## src/rtl/key_pkg.sv

```systemverilog
// Shared constants, FSM state type and key-class helpers for the keypad entry path.
package key_pkg;

    localparam logic [4:0] KEY_NONE = 5'b10000;
    localparam logic [3:0] KEY_CLR  = 4'd10;
    localparam logic [3:0] KEY_BSP  = 4'd11;

    typedef enum logic [1:0] {
        IDLE,
        DEB,
        HELD
    } state_e;

    function automatic logic is_digit(input logic [3:0] code);
        return code <= 4'd9;
    endfunction

    function automatic logic is_pressed(input logic [4:0] key);
        return ~key[4];
    endfunction

endpackage

```

## src/rtl/key_debounce.sv

```systemverilog
// Registers the scanner code and debounces it into one accept pulse per physical press.
module key_debounce
    import key_pkg::*;
#(
    parameter int unsigned STABLE_CYCLES = 4
) (
    input  logic       CLK,
    input  logic       RST_n,
    input  logic [4:0] key_i,
    output logic       acc_pulse,
    output logic [3:0] acc_code
);

    localparam logic [3:0] CNT_LAST = 4'(STABLE_CYCLES - 1);

    logic [4:0] key_q;
    logic [3:0] cand_q, cand_d;
    logic [3:0] cnt_q, cnt_d;
    state_e     state_q, state_d;

    always_ff @(posedge CLK or negedge RST_n) begin
        if (!RST_n) begin
            key_q   <= KEY_NONE;
            cand_q  <= 4'd0;
            cnt_q   <= 4'd0;
            state_q <= IDLE;
        end else begin
            key_q   <= key_i;
            cand_q  <= cand_d;
            cnt_q   <= cnt_d;
            state_q <= state_d;
        end
    end

    always_comb begin
        state_d   = state_q;
        cnt_d     = cnt_q;
        cand_d    = cand_q;
        acc_pulse = 1'b0;
        case (state_q)
            IDLE: begin
                if (is_pressed(key_q)) begin
                    cand_d  = key_q[3:0];
                    cnt_d   = 4'd1;
                    state_d = DEB;
                end
            end
            DEB: begin
                if (key_q == {1'b0, cand_q}) begin
                    if (cnt_q == CNT_LAST) begin
                        acc_pulse = 1'b1;
                        cnt_d     = 4'd0;
                        state_d   = HELD;
                    end else begin
                        cnt_d = cnt_q + 4'd1;
                    end
                end else begin
                    cnt_d   = 4'd0;
                    state_d = IDLE;
                end
            end
            HELD: begin
                // Any pressed sample, even a different key, restarts the release count.
                if (is_pressed(key_q)) begin
                    cnt_d = 4'd0;
                end else if (cnt_q == CNT_LAST) begin
                    cnt_d   = 4'd0;
                    state_d = IDLE;
                end else begin
                    cnt_d = cnt_q + 4'd1;
                end
            end
            default: begin
                cnt_d   = 4'd0;
                state_d = IDLE;
            end
        endcase
    end

    assign acc_code = cand_q;

endmodule

```

## src/rtl/key_entry_buffer.sv

```systemverilog
// Debounced keypad front end feeding a right-aligned BCD digit entry buffer.
module key_entry_buffer
    import key_pkg::*;
#(
    parameter int unsigned STABLE_CYCLES = 4,
    parameter int unsigned DIGITS        = 4
) (
    input  logic                  CLK,
    input  logic                  RST_n,
    input  logic [4:0]            Key,
    output logic                  KeyValid,
    output logic [3:0]            KeyCode,
    output logic [4*DIGITS-1:0]   Digits,
    output logic [2:0]            Count,
    output logic                  Overflow
);

    localparam int unsigned DW   = 4 * DIGITS;
    localparam logic [2:0]  FULL = 3'(DIGITS);

    logic          acc_pulse;
    logic [3:0]    acc_code;

    logic          key_valid_q, key_valid_d;
    logic [3:0]    key_code_q, key_code_d;
    logic [DW-1:0] digits_q, digits_d;
    logic [2:0]    count_q, count_d;
    logic          overflow_q, overflow_d;

    key_debounce #(
        .STABLE_CYCLES (STABLE_CYCLES)
    ) u_debounce (
        .CLK       (CLK),
        .RST_n     (RST_n),
        .key_i     (Key),
        .acc_pulse (acc_pulse),
        .acc_code  (acc_code)
    );

    always_ff @(posedge CLK or negedge RST_n) begin
        if (!RST_n) begin
            key_valid_q <= 1'b0;
            key_code_q  <= 4'd0;
            digits_q    <= '0;
            count_q     <= 3'd0;
            overflow_q  <= 1'b0;
        end else begin
            key_valid_q <= key_valid_d;
            key_code_q  <= key_code_d;
            digits_q    <= digits_d;
            count_q     <= count_d;
            overflow_q  <= overflow_d;
        end
    end

    // The accept pulse is combinational from the debouncer, so the buffer and
    // KeyValid both land on the accepting edge.
    always_comb begin
        key_valid_d = acc_pulse;
        key_code_d  = key_code_q;
        digits_d    = digits_q;
        count_d     = count_q;
        overflow_d  = overflow_q;
        if (acc_pulse) begin
            key_code_d = acc_code;
            if (is_digit(acc_code)) begin
                if (count_q < FULL) begin
                    digits_d = (digits_q << 4) | DW'(acc_code);
                    count_d  = count_q + 3'd1;
                end else begin
                    overflow_d = 1'b1;
                end
            end else if (acc_code == KEY_CLR) begin
                digits_d   = '0;
                count_d    = 3'd0;
                overflow_d = 1'b0;
            end else if (acc_code == KEY_BSP) begin
                if (count_q != 3'd0) begin
                    digits_d = digits_q >> 4;
                    count_d  = count_q - 3'd1;
                end
            end
        end
    end

    assign KeyValid = key_valid_q;
    assign KeyCode  = key_code_q;
    assign Digits   = digits_q;
    assign Count    = count_q;
    assign Overflow = overflow_q;

endmodule

```

## config.mk

```make
export PLATFORM = sky130hd
export DESIGN_NAME = key_entry_buffer
export DESIGN_NICKNAME = d
export VERILOG_FILES = /design/src/rtl/key_pkg.sv /design/src/rtl/key_debounce.sv /design/src/rtl/key_entry_buffer.sv
export SDC_FILE = /design/constraint.sdc
export NUM_CORES = 1
export LEC_CHECK = 0
export CAP_MARGIN = 30
export CORE_UTILIZATION = 40
export DETAILED_ROUTE_END_ITERATION = 8
export GPL_TIMING_DRIVEN = 0
export SETUP_SLACK_MARGIN = 0.1
export SYNTH_ARGS = -nofsm -noshare
export SYNTH_HDL_FRONTEND = slang
export SYNTH_SLANG_ARGS = --single-unit
export TNS_END_PERCENT = 1
```

## constraint.sdc

```tcl
create_clock -name CLK -period 2.2 [get_ports CLK]
set_input_delay 0.44 -clock CLK [delete_from_list [all_inputs] [get_ports CLK]]
set_output_delay 0.44 -clock CLK [all_outputs]
set_load 0.005 [all_outputs]
```

Yosys cells after proc, flatten, opt, wreduce, memory -nomap -nowiden
Cells that the tools add are included.

word-level totals
  output and inout port bits = 25
  logic and storage cells = 64
  flip-flop bits (word level) = 40
  bits of input ports = 7

cells by class
  multiplexer cells = 27
  reductions and logical operators = 9
  equal/unequal tests = 12
  magnitude comparators = 2
  bitwise operators = 2
  add/subtract/negate cells = 3

operators with widths
  operator             count
  $mux 16              5
  $mux 4               4
  $or 16x4->16         1
  $mux 3               5
  $pmux 4 s3           1
  $mux 2               5
  $reduce_bool 3->1    3
  $eq 4x4->1 const B   2
  $reduce_and 4->1     2
  $mux 1               6
  $ne 2x1->1 const B   3
  $pmux 2 s3           1
  $eq 5x4->1           1
  $add 4x1->4 const B  1
  $eq 4x2->1 const B   1
  $le 4x4->1 const B   1
  $ne 2x2->1 const B   2
  $add 3x1->3 const B  1
  $lt 3x3->1 const B   1
  $ne 3x3->1 const B   1
  $reduce_and 3->1     1
  $sub 3x1->3 const B  1
  $eq 2x1->1 const B   1
  $eq 2x2->1 const B   1
  other kinds (4)      4

Longest topological paths before layout
  depth after elaboration = 5
  mapped depth = 8
  gate-level depth less buffers = 7

Cells and area by module
Synthesis repeated with hierarchy kept, for this count alone.

unflattened totals
  cells, all modules = 168
  area total of the unflattened synthesis = 1993.2 um2

modules (own cells, without submodules)
  module            area each (um2)  cells each  seq. area each (um2)  times used
  key_entry_buffer  1272.5           108         625.6                 1
  key_debounce      720.7            60          376.6                 1

Least setup slack after synthesis
No wires, ideal clock.

  kind = flip-flop to flip-flop
  start point = register count_q[0] (netlist: Count[0])
  end point = register count_q[1] (netlist: Count[1])
  path buffers = 1
  required time = 2066 ps
  arrival = 1741 ps
  setup time = 134 ps
  setup slack = 325 ps
  period minus slack after synthesis = 1875 ps
  stages on the path, launching flop included = 9
  cell sequence = dfrtp_1 > inv_1 > ha_1 > ha_1 > a211oi_2 > o2111ai_4 > buf_6 > nand2_1 > o21ai_1

on the way
  word-level cells in the longest chain between the ends = 5
  elaborated cells on any way between the ends = 12
  classes of those cells = 2 x add/sub; 1 x order compare; 1 x eq/ne; 5 x mux; 3 x reduce/logical

RTL lines
  element                 line                    text
  start, declared         key_entry_buffer.sv:27  logic [2:0] count_q, count_d;
  start signal, assigned  key_entry_buffer.sv:51  count_q <= count_d;
  $sub 3x1->3             key_entry_buffer.sv:80  count_d = count_q - 3'd1;
  $mux 3                  key_entry_buffer.sv:78  if (count_q != 3'd0) begin
  $mux 3                  key_entry_buffer.sv:77  end else if (acc_code == KEY_BSP) begin
  $mux 3                  key_entry_buffer.sv:73  end else if (acc_code == KEY_CLR) begin
  $mux 3                  key_entry_buffer.sv:66  if (is_digit(acc_code)) begin

Parallel ways exist; a longest one is shown, timed or not. The select of a mux whose other input is x is not followed.
A chain may end at the register's enable or synchronous reset.

Worst setup path in the final report
  start point = register count_q[0] (netlist: Count[0])
  end point = register count_q[0] (netlist: Count[0])

The elaborated chain is that of the path after synthesis.

==> impl_summary.md <==
Logic synthesis
The basic-gate share of the synthesized area counting and, or, nand and nor cells is between 10% and 20%. After synthesis, flip-flops and latches occupy ~51% of the total area. The portion of netlist area occupied by mux cells is under 10%. After synthesis the cells add up to between 1500 and 2000 sq um.

The flip-flop cell with the highest count after synthesis is dfrtp_1. The register bit total from synthesis is 40. The number of instances in the synthesized netlist is ~170. Yosys printed 0 warnings. The synthesized netlist contains 40 unique library cells. By area, the combinational part of the netlist is dominated by compound AO/OA/AOI/OAI gates.

The average footprint of a synthesized cell is 11.3 sq um. The count of flip-flops with a built-in enable after synthesis is 0. The synthesized netlist devotes just under 20% of its cell area to compound gates. The async set or reset register ratio after synthesis is between 90% and 100%. Of the total synthesized cell area, the portion taken by full adders, half adders and majority gates is under 10%. Counting every net in the synthesized netlist gives about 180. Of the total synthesized cell area, the portion taken by XOR and XNOR cells is under 10%.

Pwr
The power per cell area is a little under 700 nW/um^2. VDD sags by at most between 0.3 and 0.4 mV. After layout, the design draws a total of between 0.0015 and 0.002 W. The leakage power of the design is about 1 nW.

Clocking
The clock root buffer is clkbuf_8. The latest clock arrival within the worst-skew pair is between 0.2 and 0.3 ns. Clock-pin slew was measured on the worst setup and hold paths at ~0.08 ns. The number of buffers between clock root and the deepest sink is 2. CTS built an H-tree with a depth of 2. TritonCTS built the clock tree. Clock tree synthesis found a total of 40 sinks. Buffers inserted during clock tree synthesis total 5.

Cells and area
The number of antenna repair diodes is 0. Compared with the post-synthesis result, the final layout area differs by 27.3%. Summing all multi-input logic gate instances after layout gives between 800 and 900 sq um. The number of nets at the end of the flow is between 200 and 250. The sequential standard cell area is 1000 sq um. The library cells used most frequently in the layout, excluding fill and tap cells, are dfrtp_1, clkdlybuf4s50_1, nand2_1. Cells with a size suffix above 1 make up approximately a fifth of the layout. The number of filler cells placed in the layout is around 410. After routing the design area is about 2500 sq um. Leaving out filler cells and counting taps, the final layout contains about 270. The commonest non-fill, non-tap cell in the layout is dfrtp_1.

Job
Max-cap violations in this run came to 0.

STA
The count of endpoints failing setup in the final report is 0. The final critical-path share of the clock period is about nine tenths. Clock skew on the completed layout was measured at between 0.008 and 0.009 ns. The measured slew at the worst slew-check pin is about 0.90 ns.

On the final layout, the worst hold slack is 0.268 ns. The fmax is about 0.5 GHz. The final count of pins violating max slew is 0. The hold violation total from the final report is 0. The headroom to the max-slew limit is 40.0%. The clock period minus final worst setup slack is approximately 2 ns.

Setup repair after global routing left no endpoint under its margin.

Global routing
The overall global routing resource usage is 17.8%. The initial antenna violation count was 0. The via count of the first global-routing pass is between 1000 and 1500. The first-pass GRT wire length is roughly 7000 um. The total overflow left after global routing is 0.

The pin count of the biggest net entering global routing is just over 40.

Placed design
The HPWL after detailed placement is between 2000 and 3000 um. The count of placed standard cells including taps is about 260. Buffers placed on the I/O ports in this run total 31.

The congestion estimate from routability-driven global placement came to 0.777. The post-placement cell area is 2320 sq um.

Outcome
The flow ran to the end, and the final reports show no timing, DRC or antenna violations.

Die
Once the floorplan was initialized, standard cells occupied roughly 42% of the core. In this run the core area contains 25 standard-cell rows. The die covers approximately 5000 sq um. Measured along the y axis, the die boundary spans slightly above 70 um. The number of placed I/O pins is 32. In this run the standard cell core region covers between 4000 and 5000 sq um. The width of the die is 71.8 um.

Worst hold path
The path class of the tightest hold or removal check is in2async.

Routing
The first-iteration detailed-routing DRC count is 101. Dividing the detail-routed wire length by the instance count gives between 15 and 20 um. The final layout contains routed wiring with a total length of 4190 um.

Once detail routing completed, the nets flagged for antenna violations numbered 0. The total number of vias is ~1500. The number of iterations in the first detailed-routing pass is 4.

For this run, design rule violations remaining after detail routing come to 0. The average vias per placed instance is between 5 and 6.

Critical path
Counting both buffers and inverters, the worst setup path holds a total of 2. The top fanout value on the critical path is 8. The kind of cell with the highest combined delay along the critical path is compound AO/OA/AOI/OAI gates. The cell that appears most often on the critical path is ha_1. The critical path is of the reg2reg type. The sort of element at the end of the critical path is a register. The delay of the slowest cell on the worst path is 0.40 ns. The slowest stage of the critical path belongs to the cell dfrtp_1. The startpoint class of the critical path is a register.

The required time of the critical path is ~2.4 ns. Traced cell by cell, the critical path runs through inv_1 > ha_1 > ha_1 > a211oi_4 > o2111ai_4 > buf_4 > a21o_1. The critical path arrival is 2.18 ns.
[path summary, 6_finish.rpt]
check	from	endpoint	slack, ns	cells past startpoint
max in group asynchronous	RST_n	u_debounce.cnt_q[0]	1.36	1
min in group CLK	KeyCode[0]	KeyCode[0]	0.51	1
max reg2reg	Count[0]	Count[0]	0.20	7
min	RST_n	Digits[0]	0.27	1
max	Count[0]	Count[0]	0.20	7
min reg2reg	KeyCode[0]	KeyCode[0]	0.51	1
[worst register-to-register path, stage by stage (launching register included)]
cell	delay, ns
dfrtp_1	0.40
inv_1	0.07
ha_1	0.20
ha_1	0.22
a211oi_4	0.37
o2111ai_4	0.24
buf_4	0.22
a21o_1	0.17
[area by class of cell]
class / count / area share (%)
Buffer: 9 / 3.03
Clock buffer: 5 / 2.77
Timing Repair Buffer: 34 / 13.2
Sequential cell: 40 / 40.4
Inverter: 6 / 0.908
Multi-Input combinational cell: 118 / 34.5
Clock inverter: 2 / 2.42
Tap cell: 54 / 2.72
[cell usage after synthesis (all sizes together) (3+ instances only)]
| master | n | area share [%] |
|---|---|---|
| nand2 | 26 | 5.0 |
| dfrtp | 39 | 50 |
| mux2 | 8 | 5.4 |
| and3 | 3 | 1.0 |
| xor2 | 4 | 1.8 |
| nor3 | 7 | 2.3 |
| nor2 | 5 | 1.3 |
| buf | 8 | 3.7 |
| a22oi | 10 | 3.9 |
| inv | 6 | 1.2 |
| ha | 4 | 2.6 |
| a21oi | 5 | 1.3 |
| o21ai | 22 | 6.4 |
| o2bb2ai | 5 | 2.6 |
[cell families (layout without fill, tap and decap cells)]
group	after synthesis	count (layout)
multiplexers	8	8
AND/OR/NAND/NOR	51	51
flip-flops	40	40
AO/OA/AOI/OAI	50	50
XOR/XNOR	5	5
adder cells (fa/ha/maj)	4	4
buffers and inverters	15	56
[where the power goes]
group,switching (W),total [W],internal (W)
Sequential,0.0000283,0.000786,0.000758
Clock,0.000251,0.000698,0.000446
Combinational,0.000146,0.000228,0.0000822
[through the flow]
step / utilization (%) / setup WS (ns) / TNS (ns)
2_1_floorplan: - / 0.325 / 0
3_3_place_gp: 49.6 / -0.263 / -10.18
3_5_place_dp: 49.5 / 0.135 / 0
4_1_cts: 52.2 / 0.117 / 0
5_1_grt: 52.9 / 0.0739 / 0
6_report: 52.9 / 0.197 / 0
[layer usage]
layer	track usage (%)	up-vias	routed length [um]
li1	-	695	-
met3	4.64	5	183
met1	22.1	725	1800
met4	6.54	0	47
met5	0	-	0
met2	29.9	46	2160
[flip-flops by register name, summed over array words and instances, names as in the netlist]
name	cells
Count	3
Digits	16
KeyCode	4
KeyValid	1
Overflow	1
u_debounce.acc_code	4
u_debounce.cnt_q	4
u_debounce.key_q	5
u_debounce.state_q	2
[what timing repair did]
| item | 4_1_cts | 5_1_grt |
|---|---|---|
| gates resized for setup | 0 | 1 |
| hold buffers | 0 | 0 |
| endpoints found under the setup margin | 0 | 19 |
| buffers inserted | 0 | 3 |
No activity file was read; power rests on OpenSTA's default activity.
